File: src/rtl/pwm_pkg.sv
`default_nettype none
// ============================================================================
// Module  : pwm_pkg
// Brief   : Shared register map constants and counter direction type for the
//           multi-channel PWM generator.
// Revision: 1.0 - initial release
// ============================================================================
package pwm_pkg;

    localparam int ADDR_PERIOD    = 0;
    localparam int ADDR_DUTY_BASE = 1;

    typedef enum logic {
        UP   = 1'b0,
        DOWN = 1'b1
    } dir_t;

endpackage
`default_nettype wire

File: src/rtl/pwm_chan.sv
`default_nettype none
// ============================================================================
// Module  : pwm_chan
// Brief   : One PWM channel: duty shadow/active registers, comparator and
//           registered output.
// Revision: 1.0 - initial release
// ============================================================================
module pwm_chan
    import pwm_pkg::*;
#(
    parameter int WIDTH = 8,
    parameter int AW    = 4,
    parameter int INDEX = 0
) (
    input  logic             clkin,
    input  logic             reset,
    input  logic             enable,
    input  logic             cs,
    input  logic [AW-1:0]    addr,
    input  logic [WIDTH-1:0] wdata,
    input  logic             load,
    input  logic [WIDTH-1:0] cnt,
    output logic             clkout
);

    localparam logic [AW-1:0] c_addr = AW'(ADDR_DUTY_BASE + INDEX);

    logic             w_sel;
    logic [WIDTH-1:0] r_duty_shd;
    logic [WIDTH-1:0] r_duty_act;

    assign w_sel = cs && (addr == c_addr);

    // Active register samples the pre-write shadow, so a write on the wrap
    // edge only becomes visible one period later.
    always_ff @(posedge clkin or negedge reset) begin
        if (!reset) begin
            r_duty_shd <= '0;
            r_duty_act <= '0;
            clkout     <= 1'b0;
        end else begin
            if (w_sel) begin
                r_duty_shd <= wdata;
            end
            if (load) begin
                r_duty_act <= r_duty_shd;
            end
            clkout <= enable && (cnt < r_duty_act);
        end
    end

endmodule
`default_nettype wire

File: src/rtl/pwm_multi.sv
`default_nettype none
// ============================================================================
// Module  : pwm_multi
// Brief   : Multi-channel PWM generator with shared period counter and
//           glitch-free shadowed period/duty registers. Optional centre-aligned
//           counting is enabled by defining PWM_CENTER_ALIGN_EN.
// Revision: 1.0 - initial release
// ============================================================================
module pwm_multi
    import pwm_pkg::*;
#(
    parameter int WIDTH    = 8,
    parameter int CHANNELS = 4,
    parameter int AW       = 4
) (
    input  logic                clkin,
    input  logic                reset,
    input  logic                enable,
`ifdef PWM_CENTER_ALIGN_EN
    input  logic                center,
`endif
    input  logic                cs,
    input  logic [AW-1:0]       addr,
    input  logic [WIDTH-1:0]    wdata,
    output logic [CHANNELS-1:0] clkout,
    output logic                period_tick
);

    logic [WIDTH-1:0] r_cnt;
    logic [WIDTH-1:0] w_cnt_nxt;
    logic [WIDTH-1:0] r_period_shd;
    logic [WIDTH-1:0] r_period_act;
    logic             w_wrap;
    logic             w_load;
    logic             w_period_wr;

    assign w_period_wr = cs && (addr == AW'(ADDR_PERIOD));
    // While stopped the active registers follow their shadows every cycle.
    assign w_load      = w_wrap || !enable;

`ifdef PWM_CENTER_ALIGN_EN
    logic r_center;
    dir_t r_dir;
    dir_t w_dir_nxt;
    logic w_center_mode;

    assign w_center_mode = r_center && (r_period_act != '0);
`endif

    always_comb begin
        w_cnt_nxt = r_cnt + WIDTH'(1);
        w_wrap    = 1'b0;
`ifdef PWM_CENTER_ALIGN_EN
        w_dir_nxt = r_dir;
`endif
        if (!enable) begin
            w_cnt_nxt = '0;
`ifdef PWM_CENTER_ALIGN_EN
            w_dir_nxt = UP;
`endif
        end
`ifdef PWM_CENTER_ALIGN_EN
        // With a period of 1 the turning point and the wrap coincide at cnt=1.
        else if (w_center_mode) begin
            if ((r_cnt == WIDTH'(1)) && ((r_dir == DOWN) || (r_period_act == WIDTH'(1)))) begin
                w_wrap    = 1'b1;
                w_cnt_nxt = '0;
                w_dir_nxt = UP;
            end else if ((r_dir == DOWN) || (r_cnt == r_period_act)) begin
                w_cnt_nxt = r_cnt - WIDTH'(1);
                w_dir_nxt = DOWN;
            end
        end
`endif
        else if (r_cnt == r_period_act) begin
            w_wrap    = 1'b1;
            w_cnt_nxt = '0;
        end
    end

    always_ff @(posedge clkin or negedge reset) begin
        if (!reset) begin
            r_cnt        <= '0;
            r_period_shd <= '0;
            r_period_act <= '0;
            period_tick  <= 1'b0;
        end else begin
            r_cnt <= w_cnt_nxt;
            if (w_period_wr) begin
                r_period_shd <= wdata;
            end
            if (w_load) begin
                r_period_act <= r_period_shd;
            end
            period_tick <= w_wrap;
        end
    end

`ifdef PWM_CENTER_ALIGN_EN
    always_ff @(posedge clkin or negedge reset) begin
        if (!reset) begin
            r_dir    <= UP;
            r_center <= 1'b0;
        end else begin
            r_dir <= w_dir_nxt;
            if (w_load) begin
                r_center <= center;
            end
        end
    end
`endif

    for (genvar gi = 0; gi < CHANNELS; gi++) begin : g_chan
        pwm_chan #(
            .WIDTH (WIDTH),
            .AW    (AW),
            .INDEX (gi)
        ) u_chan (
            .clkin  (clkin),
            .reset  (reset),
            .enable (enable),
            .cs     (cs),
            .addr   (addr),
            .wdata  (wdata),
            .load   (w_load),
            .cnt    (r_cnt),
            .clkout (clkout[gi])
        );
    end

endmodule
`default_nettype wire

File: config.mk
export PLATFORM = sky130hd
export DESIGN_NAME = pwm_multi
export DESIGN_NICKNAME = d
export VERILOG_FILES = /design/src/rtl/pwm_pkg.sv /design/src/rtl/pwm_chan.sv /design/src/rtl/pwm_multi.sv
export SDC_FILE = /design/constraint.sdc
export NUM_CORES = 1
export LEC_CHECK = 0
export CORE_MARGIN = 5
export CORE_UTILIZATION = 45
export DETAILED_ROUTE_END_ITERATION = 6
export SLEW_MARGIN = 10
export SYNTH_ARGS = -nofsm -noshare
export SYNTH_HDL_FRONTEND = slang
export SYNTH_SLANG_ARGS = --single-unit
File: constraint.sdc
create_clock -name clkin -period 5.7 [get_ports clkin]
set_input_delay 1.14 -clock clkin [delete_from_list [all_inputs] [get_ports clkin]]
set_output_delay 1.14 -clock clkin [all_outputs]
set_load 0.01 [all_outputs]
==> reports/results.env, run 1 <==
HOLD-PATH-CELL-COUNT=1
WORSTSETUPSTARTPOINT='enable'
NET_TOTAL_IN_THE_FINAL_LAYOUT=391
SYNTH_LARGEST_AREA_CELL='sky130_fd_sc_hd__dfrtp_1'
SLOWEST_STAGE_CELL_CP='sky130_fd_sc_hd__clkdlybuf4s50_1'
POSTSYNTH.ASYNCRESETSHARE_PCT=100
CRIT_ARRIVAL_NS=3.10
POST_SYNTH_MAIN_AREA_CONTRIBUTORS='sky130_fd_sc_hd__dfrtp_1 53%, sky130_fd_sc_hd__mux2_2 14%, sky130_fd_sc_hd__ha_1 8.2%'
DP.FINAL_HPWL_MM=5.79
DETAIL-ROUTE-ANTENNA-NETS=0
N_FILL_CELL=868
GRT_SETUP_UNREPAIRED='no'
HOLD-WORST-SLACK_NS=0.495
GP_CONGESTION=0.795
PRECTSSETUPSLACK_NS=2.49
START_KIND='primary input'
POST-PLACE-CELLS=468
ANTENNA_CELLS_INSERTED=0
GRT.OVERFLOW.TOTAL=0
IOPINCOUNT=21
MAX_CAP_VIOL_COUNT=0
FINALSETUPVIOLATIONS=0
CRIT_PATH_CELL_TRACE='clkdlybuf4s50_1, nand2_2, buf_4, mux2_2'
ROWS=36
SYNTH.TOP_CELLS.BY_COUNT='93 x sky130_fd_sc_hd__dfrtp_1, 57 x sky130_fd_sc_hd__mux2_2, 29 x sky130_fd_sc_hd__ha_1, 29 x sky130_fd_sc_hd__inv_1, 20 x sky130_fd_sc_hd__mux2_4'
SUM_OF_BUFFERS_AND_INVERTERS_ON_THE_CRITICAL_PATH=2
WORSTSETUPENDPOINTTYPE='flip-flop'
POST-ROUTE-DRC-COUNT=0
SYNTH_NETS=368
PLACED_CELL_AREA_UM2=4690
FINALHOLDVIOLCOUNT=0
FINAL_LAYOUT_SIZE_SUFFIX_GT1_SHARE_PCT=28.5
MAXSLEWVIOLCOUNT=0
FP.DIEW_UM=109
SYNTH_CELL_TYPES=31
POWER.STATIC_LEAKAGE_nW=2.37
TOTAL_POWER_CONSUMPTION_OF_THE_ROUTED_DESIGN_mW=1.88
R2R_END='g_chan[2].u_chan.r_duty_act[2]$_DFFE_PN0P_'
SYNTHESIS.AREA_PER_INSTANCE_UM2=13.7
FIRST_GLOBAL_VIAS=2624
POSTCTSRESIZEDCELLS=0
POST_DRT_VIA_CELL_RATIO=5.10
FF2FF_SETUP_SLACK_NS=2.98
CLOCKROOTBUFFER='sky130_fd_sc_hd__clkbuf_8'
TIMING.SETUP.TNS_NS=0
INITIAL_UTILIZATION_PCT=45.7
FIRST_PASS_GRT_WIRE_LENGTH_MM=14.4
FINAL_CRITICAL_PATH_SETUP_SLACK_NS=2.84
MIN-DELAY-PATH-CLASS='reg2reg'
DRT-WIRELENGTH-PER-CELL_UM=17.7
CRITICAL-PATH-TOP-DELAY-FAMILY='buffers and inverters'
DRT_FIRST_PASS_ITERS=4
ROUTE.VIAS.TOTAL=2470
WORST_R2R_STARTPOINT='r_cnt[0]$_DFF_PN0_'
DETAILEDROUTE.FIRSTITERATIONVIOLATIONS=84
IO_BUFFERS=20
POST-ROUTE-CELL-AREA_UM2=4920
FINAL_CELLS=484
OUTCOME='finished, final reports clean'
YOSYS_REGISTER_BITS=93
SEQCELLAREA_UM2=2330
FINAL.MIN_CLOCK_PERIOD_NS=2.86
MAX_STAGE_DELAY_NS=0.58
TIMING.CRITICAL_PATH.REQUIRED_NS=5.94
FP.DIEAREA_UM2=11900
DIE-HEIGHT_UM=109
WORST_SLEW_PIN_SLEW_NS=0.761
CTS_MAX_PATH_BUFFERS=2
MULTI_INPUT_COMB_AREA_UM2=1870
CTS_SINKS=93
CTS.HTREE.LEVELS=3
ROUTED_WIRELENGTH_MM=8.57
PATH_CLK_SLEW_NS=0.09
AREA_OF_THE_MAPPED_NETLIST_UM2=4430
GRT_START_MAX_NET_PINS=57
GRT_ANTENNA_BEFORE_REPAIR=0
SYNTH_SEQ_AREA_SHARE_PCT=52.6
TRITONCTS.NUM_BUFFERS=9
PWR_DENSITY_CELL_nW_PER_UM2=382
MAX-SLEW-MARGIN-REL_PCT=49.0
POSTCTSSETUPREPAIRBUFS=0
UTILIZATION_OF_THE_CORE_AFTER_ROUTING_PCT=50.8
CTS_TREE='built'
LEADING_REGISTER_CELL_TYPE_OUT_OF_SYNTHESIS='sky130_fd_sc_hd__dfrtp_1'
YOSYS.CELL_COUNT.TOP_TYPE='sky130_fd_sc_hd__dfrtp_1'
FINAL_MIN_PERIOD_OVER_CLOCK_PERIOD_PCT=50.1
ACHIEVABLE-FREQUENCY_GHz=0.350
WORST-SETUP-PATH-TYPE='in2reg'
WORST_IR_DROP_ON_VDD_mV=0.138
MIN_FROM='g_chan[3].u_chan.r_duty_act[4]$_DFFE_PN0P_'
TIMING.REG2REG.WORST_PATH_DEPTH=6
CORE_UM2=9680
SYN_TO_FINAL_GROWTH_PCT=11.1
SYN_INST=323
SYNTH_ENABLE_FLOP_CELLS=0
GRT.TOTAL_USAGE_PCT=16.3
WORSTSKEWPAIRLATENCY_NS=0.35
HOLDPATHEND='g_chan[3].u_chan.r_duty_act[4]$_DFFE_PN0P_'
FINAL.SETUP_SKEW_NS=0.00930
CRIT_PATH_MAX_FANOUT=37
POSTCTSHOLDBUFS=0
YOSYSWARNINGCOUNT=0
POST-SYNTH-TOP-AREA-FRACTION_PCT=52.6
==> sequential cells by signal (all words and copies together) (netlist names) <==
name                      flops
r_period_shd                  8
period_tick                   1
r_cnt                         8
g_chan.u_chan.r_duty_act     32
g_chan.u_chan.clkout          4
g_chan.u_chan.r_duty_shd     32
r_period_act                  8
==> final cells by class <==
cell class | count | area share (%)
Sequential cell | 93 | 47.3
Multi-Input combinational cell | 191 | 38.0
Timing Repair Buffer | 22 | 4.32
Tap cell | 133 | 3.38
Clock buffer | 11 | 3.08
Inverter | 29 | 2.21
Clock inverter | 5 | 1.68
==> worst register-to-register path, stage by stage (launching register included) <==
cell and delay, ns:
sky130_fd_sc_hd__dfrtp_1 0.54, sky130_fd_sc_hd__xor2_1 0.23, sky130_fd_sc_hd__nor4_2 0.39, sky130_fd_sc_hd__nand2_1 0.14, sky130_fd_sc_hd__nand2_2 0.31, sky130_fd_sc_hd__buf_4 0.58, sky130_fd_sc_hd__mux2_2 0.43
==> cell families after synthesis <==
group / after synthesis / share of synthesized area [%]
AO/OA/AOI/OAI: 18 / 2.97
XOR/XNOR: 14 / 2.77
adder cells (fa/ha/maj): 29 / 8.20
buffers and inverters: 39 / 5.17
flip-flops: 93 / 52.6
multiplexers: 80 / 22.0
AND/OR/NAND/NOR: 50 / 6.27
==> placed cells by master, fill, tap and decap left out <==
cell type and count:
sky130_fd_sc_hd__and3_1 4, sky130_fd_sc_hd__clkinvlp_4 3, sky130_fd_sc_hd__nor4_1 1, sky130_fd_sc_hd__nand4_1 7, sky130_fd_sc_hd__nor2b_1 1, sky130_fd_sc_hd__xnor2_1 1, sky130_fd_sc_hd__nand4b_1 1, sky130_fd_sc_hd__xor2_1 13
sky130_fd_sc_hd__clkdlybuf4s50_1 19, sky130_fd_sc_hd__mux2_4 20, sky130_fd_sc_hd__nor2_1 11, sky130_fd_sc_hd__nand2b_1 4, sky130_fd_sc_hd__nor2_2 2, sky130_fd_sc_hd__buf_4 3, sky130_fd_sc_hd__nand3_1 6, sky130_fd_sc_hd__nand3b_1 3
sky130_fd_sc_hd__nand2_1 4, sky130_fd_sc_hd__inv_1 29, sky130_fd_sc_hd__a211oi_1 6, sky130_fd_sc_hd__dfrtp_1 93, sky130_fd_sc_hd__nor4_2 1, sky130_fd_sc_hd__ha_1 29, sky130_fd_sc_hd__o2111a_1 1, sky130_fd_sc_hd__nand2_2 1
sky130_fd_sc_hd__mux2_2 57, sky130_fd_sc_hd__clkbuf_8 11, sky130_fd_sc_hd__a21oi_1 2, sky130_fd_sc_hd__a21o_1 8, sky130_fd_sc_hd__o21ai_0 1, sky130_fd_sc_hd__nor3_1 3, sky130_fd_sc_hd__bufinv_16 2, sky130_fd_sc_hd__mux2_1 3
sky130_fd_sc_hd__nor3b_1 1
==> worst max-delay path by stage <==
stage                                                 end  slack [ns]  cells after the start
6_report       g_chan[2].u_chan.r_duty_act[2]$_DFFE_PN0P_        2.84                      4
5_1_grt        g_chan[1].u_chan.r_duty_shd[0]$_DFFE_PN0P_        2.78                      5
4_1_cts        g_chan[2].u_chan.r_duty_act[2]$_DFFE_PN0P_        2.86                      4
3_5_place_dp   g_chan[2].u_chan.r_duty_act[2]$_DFFE_PN0P_        2.49                      4
3_3_place_gp   g_chan[1].u_chan.r_duty_act[0]$_DFFE_PN0P_        2.48                      4
2_1_floorplan  g_chan[0].u_chan.r_duty_shd[0]$_DFFE_PN0P_        3.38                      4
==> where the power goes <==
group	leakage, nW	switching [mW]	total, mW	internal, mW
sequential	1.15	0.0993	0.926	0.827
combinational	1.11	0.192	0.453	0.261
clock	0.108	0.229	0.500	0.271
==> per-layer routing <==
| metal | track usage [%] | share of wire [%] |
|---|---|---|
| met5 | 0 | 0 |
| met4 | 6.50 | 2.0 |
| met3 | 3.08 | 2.7 |
| met2 | 24.4 | 46 |
| met1 | 23.4 | 50 |
No activity file was read; power rests on OpenSTA's default activity.
==> inputs of run 2 (changes only) <==
Clock period 5.7 ns to 2.85 ns, I/O delays scaled along.
==> reports/results.env, run 2 (same netlist as run 1, synthesis figures left out) <==
OUTCOME='finished, final reports clean'
CRITICAL-PATH-TOP-DELAY-FAMILY='simple AND/OR/NAND/NOR gates'
ROUTE.VIAS.TOTAL=2431  # -1.6%
GRT_START_MAX_NET_PINS=50  # -12%
IO_BUFFERS=20  # unchanged
WORST_SLEW_PIN_SLEW_NS=0.590  # -0.171 ns
WL_MET2_MM=3.91  # -0.28%
MAX_STAGE_DELAY_NS=0.47  # -0.11 ns
POSTCTSSETUPREPAIRBUFS=0  # unchanged
PWR_DENSITY_CELL_nW_PER_UM2=714  # +87%
ROWS=36  # unchanged
CTS_MAX_PATH_BUFFERS=2  # unchanged
FINALHOLDVIOLCOUNT=0  # unchanged
WORST_IR_DROP_ON_VDD_mV=0.350  # +150%
ACHIEVABLE-FREQUENCY_GHz=0.465
CRIT_ARRIVAL_NS=2.38  # -0.72 ns
DETAILEDROUTE.FIRSTITERATIONVIOLATIONS=91  # +8.3%
INITIAL_UTILIZATION_PCT=45.7  # unchanged
CTS_SINKS=93  # unchanged
TIMING.CRITICAL_PATH.DEPTH=5  # +1
TIMING.REG2REG.WORST_PATH_DEPTH=6  # unchanged
TRITONCTS.NUM_BUFFERS=9  # unchanged
CLOCKROOTBUFFER='sky130_fd_sc_hd__clkbuf_8'
DP.FINAL_HPWL_MM=5.90  # +1.9%
MIN-DELAY-PATH-CLASS='in2async'
SUM_OF_BUFFERS_AND_INVERTERS_ON_THE_CRITICAL_PATH=1  # -1
SYN_TO_FINAL_GROWTH_PCT=11.0
TIMING.SETUP.TNS_NS=0  # unchanged
MAX_CAP_VIOL_COUNT=0  # unchanged
DRT-WIRELENGTH-PER-CELL_UM=17.8  # +0.26%
WORSTSETUPENDPOINTTYPE='flip-flop'
WORSTSETUPSTARTPOINT='cs'
ROUTED-WL-MET3_UM=243  # +4.7%
TIMING.CRITICAL_PATH.REQUIRED_NS=3.08  # -2.86 ns
PATH_CLK_SLEW_NS=0.08  # about the same
FINAL_MIN_PERIOD_OVER_CLOCK_PERIOD_PCT=75.4
FINAL_LAYOUT_SIZE_SUFFIX_GT1_SHARE_PCT=28.6  # +0.12 points
REG_TOP3='g_chan.u_chan.r_duty_act: 32 flops, g_chan.u_chan.r_duty_shd: 32 flops'
DETAIL-ROUTE-ANTENNA-NETS=0  # unchanged
FIRST_GLOBAL_VIAS=2605  # -0.72%
DIE-HEIGHT_UM=109  # unchanged
FF2FF_SETUP_SLACK_NS=0.75  # -2.23 ns
IOPINCOUNT=21  # unchanged
CRIT_PATH_CELL_TRACE='clkdlybuf4s50_1, nor3b_1, nand2_1, nor2_2, mux2_2'
MAX-SLEW-MARGIN-REL_PCT=60.7  # +12 points
ROUTE.TOP_LAYER_USED='met4'
ROUTED_WIRELENGTH_MM=8.63  # +0.68%
N_FILL_CELL=860  # -0.92%
FIRST_PASS_GRT_WIRE_LENGTH_MM=14.2  # -1.3%
FINAL.MIN_CLOCK_PERIOD_NS=2.15
MAXSLEWVIOLCOUNT=0  # unchanged
WORSTSKEWPAIRLATENCY_NS=0.35  # about the same
HOLD-WORST-SLACK_NS=0.213  # -0.282 ns
GRT_SETUP_UNREPAIRED='no'
DRT-MET1-WL_MM=4.34  # +2.3%
POST-ROUTE-DRC-COUNT=0  # unchanged
WORST-SETUP-PATH-TYPE='in2reg'
POSTCTSHOLDBUFS=0  # unchanged
FP.DIEW_UM=109  # unchanged
FINAL.SETUP_SKEW_NS=0.0111  # +0.00180 ns
FINALSETUPVIOLATIONS=0  # unchanged
CRIT_PATH_MAX_FANOUT=8  # -78%
R2R_END='g_chan[1].u_chan.r_duty_act[3]$_DFFE_PN0P_'
ANTENNA_CELLS_INSERTED=0  # unchanged
WORST_R2R_STARTPOINT='r_cnt[4]$_DFF_PN0_'
SLOWEST_STAGE_CELL_CP='sky130_fd_sc_hd__clkdlybuf4s50_1'
NET_TOTAL_IN_THE_FINAL_LAYOUT=396  # +1.3%
DRT_FIRST_PASS_ITERS=4  # unchanged
FP.DIEAREA_UM2=11900  # unchanged
GRT_ANTENNA_BEFORE_REPAIR=0  # unchanged
CTS_TREE='built'
POST_DRT_VIA_CELL_RATIO=5.00  # -2.0%
POSTCTSRESIZEDCELLS=0  # unchanged
START_KIND='primary input'
GRT.OVERFLOW.TOTAL=0  # unchanged
CORE_UM2=9680  # unchanged
CTS.HTREE.LEVELS=3  # unchanged
MOST-COMMON-LAYOUT-CELLS='93 x sky130_fd_sc_hd__dfrtp_1, 57 x sky130_fd_sc_hd__mux2_2, 29 x sky130_fd_sc_hd__inv_1, 29 x sky130_fd_sc_hd__ha_1, 20 x sky130_fd_sc_hd__mux2_4'
CP-ENDPOINT='g_chan[1].u_chan.r_duty_shd[3]$_DFFE_PN0P_'
GP_CONGESTION=0.745  # -6.4%
GRT.TOTAL_USAGE_PCT=16.3  # +0.025 points
LAYOUT_COMMONEST_CELL='sky130_fd_sc_hd__dfrtp_1'
POWER.STATIC_LEAKAGE_nW=2.37  # +0.32%
-- run 2: cell types whose count changed in the layout (fill, tap and decap cells not counted), sizes merged --
cell / before / now
buf: 3 / 8
bufinv: 2 / 0
clkinvlp: 3 / 1
clkinv: 0 / 1
-- run 2: cell type report --
class,instances,area (um2),area share (%)
Clock buffer,11,141,2.88
Clock inverter,2,12.5,0.255
Inverter,29,109,2.21
Multi-Input combinational cell,191,1870,38.1
Sequential cell,93,2330,47.4
Tap cell,133,166,3.39
Timing Repair Buffer,27,288,5.86
-- run 2: stage by stage --
step,util (%),setup slack [ns],std cells,area [um2],total power [mW]
3_5_place_dp,49.2,0.347,473,4760,2.79
4_1_cts,50.7,0.726,486,4910,3.55
5_1_grt,50.7,0.610,486,4910,3.75
3_3_place_gp,49.2,0.282,473,4760,2.76
2_1_floorplan,-,1.05,323,4430,2.54
6_report,50.7,0.701,486,4910,3.51
-- run 2: power by group --
group	total, mW	internal [mW]	leakage [nW]	switching [mW]
Combinational	0.904	0.537	1.14	0.367
Clock	0.758	0.326	0.0771	0.432
Sequential	1.85	1.65	1.15	0.192
-- run 2: worst reg2reg max path, cell delays in order (launching register included) --
cell and delay, ns:
sky130_fd_sc_hd__dfrtp_1 0.55, sky130_fd_sc_hd__xor2_1 0.21, sky130_fd_sc_hd__nor4_1 0.36, sky130_fd_sc_hd__nand2_1 0.14, sky130_fd_sc_hd__nand2_2 0.15, sky130_fd_sc_hd__buf_12 0.21, sky130_fd_sc_hd__mux2_2 0.37
-- run 2: how the worst min path moves through the flow --
| stage | end | slack, ns | depth (start not counted) |
|---|---|---|---|
| after floorplan | g_chan[0].u_chan.clkout$_DFF_PN0_ | 0.27 | 0 |
| after global placement | g_chan[3].u_chan.r_duty_act[6]$_DFFE_PN0P_ | 0.47 | 1 |
| after detailed placement | g_chan[3].u_chan.r_duty_act[6]$_DFFE_PN0P_ | 0.47 | 1 |
| after CTS | g_chan[3].u_chan.r_duty_shd[1]$_DFFE_PN0P_ | 0.23 | 1 |
| after global routing | r_period_shd[3]$_DFFE_PN0P_ | 0.25 | 1 |
| final | g_chan[3].u_chan.r_duty_shd[1]$_DFFE_PN0P_ | 0.21 | 1 |
-- run 2: routing by layer --
layer | track usage, % | vias up
met5 | 0 | -
met1 | 23.4 | 1220
met4 | 4.90 | 0
met2 | 24.4 | 34
li1 | - | 1166
met3 | 4.26 | 11
==> variant 1 (flow settings as in run 2) <==
Register the inputs `enable`, `cs`, `addr` and `wdata` before use, cleared by the reset. The logic sees them one clock later.
--- a/src/rtl/pwm_multi.sv
+++ b/src/rtl/pwm_multi.sv
@@ -26,6 +26,25 @@
     output logic                period_tick
 );
 
+    logic enable_q;
+    logic cs_q;
+    logic [AW-1:0] addr_q;
+    logic [WIDTH-1:0] wdata_q;
+
+    always_ff @(posedge clkin or negedge reset) begin
+        if (!reset) begin
+            enable_q <= '0;
+            cs_q     <= '0;
+            addr_q   <= '0;
+            wdata_q  <= '0;
+        end else begin
+            enable_q <= enable;
+            cs_q     <= cs;
+            addr_q   <= addr;
+            wdata_q  <= wdata;
+        end
+    end
+
     logic [WIDTH-1:0] r_cnt;
     logic [WIDTH-1:0] w_cnt_nxt;
     logic [WIDTH-1:0] r_period_shd;
@@ -34,9 +53,9 @@
     logic             w_load;
     logic             w_period_wr;
 
-    assign w_period_wr = cs && (addr == AW'(ADDR_PERIOD));
+    assign w_period_wr = cs_q && (addr_q == AW'(ADDR_PERIOD));
     // While stopped the active registers follow their shadows every cycle.
-    assign w_load      = w_wrap || !enable;
+    assign w_load      = w_wrap || !enable_q;
 
 `ifdef PWM_CENTER_ALIGN_EN
     logic r_center;
@@ -53,7 +72,7 @@
 `ifdef PWM_CENTER_ALIGN_EN
         w_dir_nxt = r_dir;
 `endif
-        if (!enable) begin
+        if (!enable_q) begin
             w_cnt_nxt = '0;
 `ifdef PWM_CENTER_ALIGN_EN
             w_dir_nxt = UP;
@@ -87,7 +106,7 @@
         end else begin
             r_cnt <= w_cnt_nxt;
             if (w_period_wr) begin
-                r_period_shd <= wdata;
+                r_period_shd <= wdata_q;
             end
             if (w_load) begin
                 r_period_act <= r_period_shd;
@@ -118,10 +137,10 @@
         ) u_chan (
             .clkin  (clkin),
             .reset  (reset),
-            .enable (enable),
-            .cs     (cs),
-            .addr   (addr),
-            .wdata  (wdata),
+            .enable (enable_q),
+            .cs     (cs_q),
+            .addr   (addr_q),
+            .wdata  (wdata_q),
             .load   (w_load),
             .cnt    (r_cnt),
             .clkout (clkout[gi])
Check against the original RTL: not equivalent (a bounded check fails within 4 cycles, from zero or initial values and one cycle with reset low).
==> variant 1 against run 2 <==
Register-to-register slack better by 0.03 ns. Sequential cell count grew 14. Power increased by 11%. Setup slack better by 0.076 ns. Worst hold slack lost 0.083 ns. Global-route usage is 1.4 points lower. Design area is 7.2% higher. Routed wire length increased by 1.6%. Synthesized cell count grew 4.3%. Sequential power rose by 12%. Combinational power is essentially flat. Synthesized area increased by 7.9%. Critical path depth increased by 1. Critical path type is now register to register. Highest routed layer unchanged.
==> variant 1: results (changes against run 2) <==
* First-pass GRT wire length at 14550 um (was 14240 um)
* R2R depth at 6 (unchanged)
* Post-synth EDFFs at 0 (unchanged)
* Worst-Skew Late Latency at 0.37 ns (was 0.35 ns)
* Int Power at 0.002834 W (was 0.002518 W)
* Worst R2R Start: r_cnt[7]$_DFF_PN0_ (was r_cnt[4]$_DFF_PN0_)
* R2r endpoint: g_chan[1].u_chan.r_duty_act[3]$_DFFE_PN0P_ (unchanged)
* Final Non-Filler Cells at 500 (was 486)
* Starting DRT DRC Count at 108 (was 91)
* Slew at the pin closest to its max-slew limit at 0.7120 ns (was 0.5898 ns)
* Setup Fix Bufs, Post-CTS at 0 (unchanged)
* IO Port Bufs at 20 (unchanged)
* Outcome: completed (unchanged)
* H-tree Lvls at 3 (unchanged)
* Vias at 2573 (was 2431)
* Placed inst area at 5080 um^2 (was 4761 um^2)
* Gp weighted congestion at 0.7567 (was 0.7446)
* Syn. warnings at 0 (unchanged)
* Layout cells sized above 1 at 27.20% (was 28.61%)
* Clock-pin slew on the worst setup and hold paths at 0.10 ns (was 0.08 ns)
* Top flop regs: g_chan.u_chan.r_duty_act: 32 flops, g_chan.u_chan.r_duty_shd: 32 flops (unchanged)
* Seq/Total Area, Yosys at 56.05% (was 52.57%)
* Synth Net Count at 382 (was 368)
* PostCTS Resize Cnt at 0 (unchanged)
* P_leak at 2.534 nW (was 2.374 nW)
* VDD IR max at 0.2960 mV (was 0.3501 mV)
* Top_reg_cell synth: dfrtp_1 (unchanged)
* Area contributors post-synth: dfrtp_1 56%, mux2_2 13%, ha_1 7.6% (was dfrtp_1 53%, mux2_2 14%, ha_1 8.2%)
* R2R setup slack at 0.78 ns (was 0.75 ns)
* Largest net degree at the start of global routing at 47 (was 50)
* Wire per inst at 17.54 um (was 17.76 um)
* Total Nets Final at 407 (was 396)
* GRT Total Usage at 14.98% (was 16.35%)
* Clock skew at 0.01789 ns (was 0.01109 ns)
* Hold crit path type: input port to asynchronous set/reset pin (unchanged)
* Critical path class: register to register (was input port to register)
* Post-synth top cells: 107 x dfrtp_1, 57 x mux2_2, 29 x ha_1, 29 x inv_1, 20 x mux2_4 (was 93 x dfrtp_1, 57 x mux2_2, 29 x ha_1, 29 x inv_1, 20 x mux2_4)
* Vias in the first global route at 2725 (was 2605)
* CP Max Fanout at 35 (was 8)
* Placed Cells at 487 (was 473)
* Post-DP HPWL at 6116 um (was 5896 um)
* Clock root buffer: clkbuf_8 (unchanged)
* Worst EP arrival at 2.32 ns (was 2.38 ns)
* Cells after Synth at 337 (was 323)
* Netlist cell types at 31 (unchanged)
* CTS max path bufs at 2 (unchanged)
* Async SR Flop Fraction at 100.0% (unchanged)
[variant 1: cell types whose count changed in the layout (fill, tap and decap cells not counted)]
| cell | run 2 | this run |
|---|---|---|
| clkinv_2 | 1 | 0 |
| buf_12 | 3 | 2 |
| bufinv_16 | 0 | 1 |
| dfrtp_1 | 93 | 107 |
| clkbuf_1 | 1 | 0 |
| clkbuf_8 | 10 | 11 |
| buf_4 | 5 | 3 |
[variant 1: how the worst min path moves through the flow]
stage	start	end	slack, ns	depth (start not counted)
3_5_place_dp	g_chan[2].u_chan.r_duty_act[6]$_DFFE_PN0P_	g_chan[2].u_chan.r_duty_act[6]$_DFFE_PN0P_	0.48	1
4_1_cts	reset	addr_q[2]$_DFF_PN0_	0.12	1
5_1_grt	reset	addr_q[2]$_DFF_PN0_	0.14	1
2_1_floorplan	reset	addr_q[0]$_DFF_PN0_	0.27	0
6_report	reset	addr_q[2]$_DFF_PN0_	0.13	1
3_3_place_gp	g_chan[2].u_chan.r_duty_shd[5]$_DFFE_PN0P_	g_chan[2].u_chan.r_duty_act[5]$_DFFE_PN0P_	0.47	1
[variant 1: cells by family after synthesis]
group | count (synthesis) | synth area share (%)
adders and majority gates | 29 | 7.596
xor gates and xnor gates | 14 | 2.567
DFF | 107 | 56.05
buffers and inverters | 39 | 4.793
and+or+nand+nor | 50 | 5.814
AOI/OAI and AO/OA | 18 | 2.750
muxes | 80 | 20.43
[variant 1: area by class of cell]
cell class              count  area (um^2)
well taps                 136        170.2
flip-flops and latches    107         2678
repair buffers             24        252.7
inverters                  29        108.9
clock buffers              11        151.4
multi-input cells         191         1871
clock inverters             2        37.54
fillers                   922         5055
[variant 1: worst max-delay path, cell delays in order (launching register included)]
cell and delay [ns]:
dfrtp_1 0.50, xor2_1 0.19, nor4_1 0.38, nand2_1 0.14, nand2_2 0.12, buf_12 0.24, mux2_2 0.36
[variant 1: metrics by stage]
step	worst slack (ns)	total power (W)	hold slack, ns	util (%)
final	0.7778	0.003908	0.1301	51.04
after global routing	0.6051	0.004152	0.1361	51.04
after CTS	0.7794	0.003968	0.1174	51.04
after detailed placement	0.8037	0.003039	0.4792	49.21
after global placement	0.7965	0.003011	0.4691	49.21
after floorplan	1.049	0.002757	0.2744	-
[variant 1: power groups by stage]
stage,Clock [W],Combinational [W],Sequential [W]
after CTS,0.000955,0.000925,0.00209
after floorplan,0,0.000727,0.00203
after global placement,0,0.000899,0.00211
final,0.000922,0.000902,0.00208
after detailed placement,0,0.000920,0.00212
after global routing,0.00101,0.00101,0.00213
[variant 1: metal layers]
layer	wire (um)	global-route usage (%)	up-vias
met2	4148	23.06	28
met5	0	0	-
met1	4252	20.91	1326
met4	118	5.369	0
li1	-	-	1210
met3	249	3.369	9
==> variant 2 (settings of run 2) <==
Without the edit above. `WIDTH` is set to 8 in 2 places; all go to 10.
--- a/src/rtl/pwm_chan.sv
+++ b/src/rtl/pwm_chan.sv
@@ -8,7 +8,7 @@
 module pwm_chan
     import pwm_pkg::*;
 #(
-    parameter int WIDTH = 8,
+    parameter int WIDTH = 10,
     parameter int AW    = 4,
     parameter int INDEX = 0
 ) (
--- a/src/rtl/pwm_multi.sv
+++ b/src/rtl/pwm_multi.sv
@@ -9,7 +9,7 @@
 module pwm_multi
     import pwm_pkg::*;
 #(
-    parameter int WIDTH    = 8,
+    parameter int WIDTH    = 10,
     parameter int CHANNELS = 4,
     parameter int AW       = 4
 ) (
Interface: changed (resized wdata); port bits go from 21 to 23. No check against the original RTL was run, so the function may have changed too.
==> variant 2 against run 2 <==
Combinational power rose by 14%. Routed wire length rose by 32%. Design area rose by 36%. Sequential share of layout area fell by 4.3 points. Synthesized area rose by 26%. Via count rose by 31%. Power rose by 59%. Setup slack got worse by 0.32 ns. Sequential cell count rose by 22. First-iteration DRC count rose by 140%. Sequential power rose by 23%. Critical endpoint is now g_chan[0].u_chan.r_duty_act[2]$_DFFE_PN0P_.
==> variant 2: results (changes against run 2) <==
* Antenna-violating nets left at 0 (unchanged)
* Slew at the pin closest to its max-slew limit at 1.048 ns (was 0.5898 ns)
* Metal2 WL at 5301 um (was 3910 um)
* Post-synth top cells: 115 x dfrtp_1, 60 x mux2_2, 44 x inv_1 (was 93 x dfrtp_1, 57 x mux2_2, 29 x ha_1, 29 x inv_1, 20 x mux2_4)
* Largest net degree at the start of global routing at 116 (was 50)
* Int Power at 0.004142 W (was 0.002518 W)
* Routed wire length at 11410 um (was 8630 um)
* Total Nets Final at 509 (was 396)
* Met3 usage at 4.336% (was 4.263%)
* First-pass GRT wire length at 18610 um (was 14240 um)
* Gate power share at 18.4% (was 25.8%)
* Clock skew at 0.007701 ns (was 0.01109 ns)
* Worst R2R Start: r_period_act[0]$_DFFE_PN0P_ (was r_cnt[4]$_DFF_PN0_)
* Worst-Skew Late Latency at 0.42 ns (was 0.35 ns)
* Gp weighted congestion at 0.7916 (was 0.7446)
* P_leak at 3.214 nW (was 2.374 nW)
* Layout cells sized above 1 at 32.76% (was 28.61%)
* IO Port Bufs at 22 (was 20)
* Clock root buffer: clkbuf_16 (was clkbuf_8)
* VDD IR max at 0.4436 mV (was 0.3501 mV)
* Vias at 3180 (was 2431)
* Starting DRT DRC Count at 218 (was 91)
* Slowest cell on the critical path: o31ai_4 (was clkdlybuf4s50_1)
* Vias in the first global route at 3256 (was 2605)
* P_clk at 0.00229 W (was 0.000758 W)
* GRT Total Usage at 17.04% (was 16.35%)
* Netlist cell types at 30 (was 31)
* Met2 Use GR at 25.63% (was 24.43%)
* Clock-pin slew on the worst setup and hold paths at 0.06 ns (was 0.08 ns)
* Critical path class: register to register (was input port to register)
* Met3 routed WL at 304 um (was 243 um)
* H-tree Lvls at 4 (was 3)
* CP Max Fanout at 15 (was 8)
* Slowest cell delay on critical path at 0.88 ns (was 0.47 ns)
* Cell family with most CP delay: compound AO/OA/AOI/OAI gates (was simple AND/OR/NAND/NOR gates)
* Outcome: completed (unchanged)
* Area contributors post-synth: dfrtp_1 52%, mux2_2 12%, mux2_4 11% (was dfrtp_1 53%, mux2_2 14%, ha_1 8.2%)
* Initial antenna violation count at 0 (unchanged)
* Placed inst area at 6037 um^2 (was 4761 um^2)
* Seq/Total Area, Yosys at 51.76% (was 52.57%)
* Met1 Track Usage GR at 23.84% (was 23.39%)
* Post-DP HPWL at 7739 um (was 5896 um)
==> variant 2: cell count changes after synthesis, sizes merged, moves of 4 or more <==
cell	change
ha	+8
o211a	+4
o311a	+4
xnor2	+15
a211oi	-6
mux2	+20
dfrtp	+22
a21oi	+10
xor2	-11
inv	+15
==> variant 2: area by class of cell <==
| cell class | instances | area [um^2] |
|---|---|---|
| clock inverters | 14 | 202.7 |
| well taps | 168 | 210.2 |
| fillers | 981 | 5383 |
| clock buffers | 18 | 439.2 |
| inverters | 44 | 165.2 |
| flip-flops and latches | 115 | 2878 |
| multi-input cells | 237 | 2401 |
| repair buffers | 39 | 382.9 |
==> variant 2: cell families after synthesis <==
logic type	share of synthesized area (%)
mux	22.88
simple gates	4.793
buf+inv	5.063
compound gates	4.343
xor+xnor	2.835
flops	51.76
fa+ha+maj	8.326
==> variant 2: through the flow <==
stage          setup WS (ns)  cells  util, %  power (W)
2_1_floorplan          1.022    409        -   0.003018
3_3_place_gp          0.3674    603    50.05   0.003291
3_5_place_dp          0.3178    603    50.05   0.003330
4_1_cts               0.3938    635    55.37   0.005650
5_1_grt               0.3011    635    55.37   0.005876
6_report              0.3831    635    55.37   0.005594
==> variant 2: final timing paths <==
check,end,slack (ns)
worst min register to register,g_chan[1].u_chan.r_duty_act[9]$_DFFE_PN0P_,0.50
worst min-delay path,g_chan[0].u_chan.r_duty_shd[3]$_DFFE_PN0P_,0.23
max in group asynchronous,g_chan[1].u_chan.r_duty_shd[5]$_DFFE_PN0P_,2.17
worst max-delay path,g_chan[0].u_chan.r_duty_act[2]$_DFFE_PN0P_,0.38
worst max register to register,g_chan[0].u_chan.r_duty_act[2]$_DFFE_PN0P_,0.38
min in group clkin,g_chan[1].u_chan.r_duty_act[9]$_DFFE_PN0P_,0.50
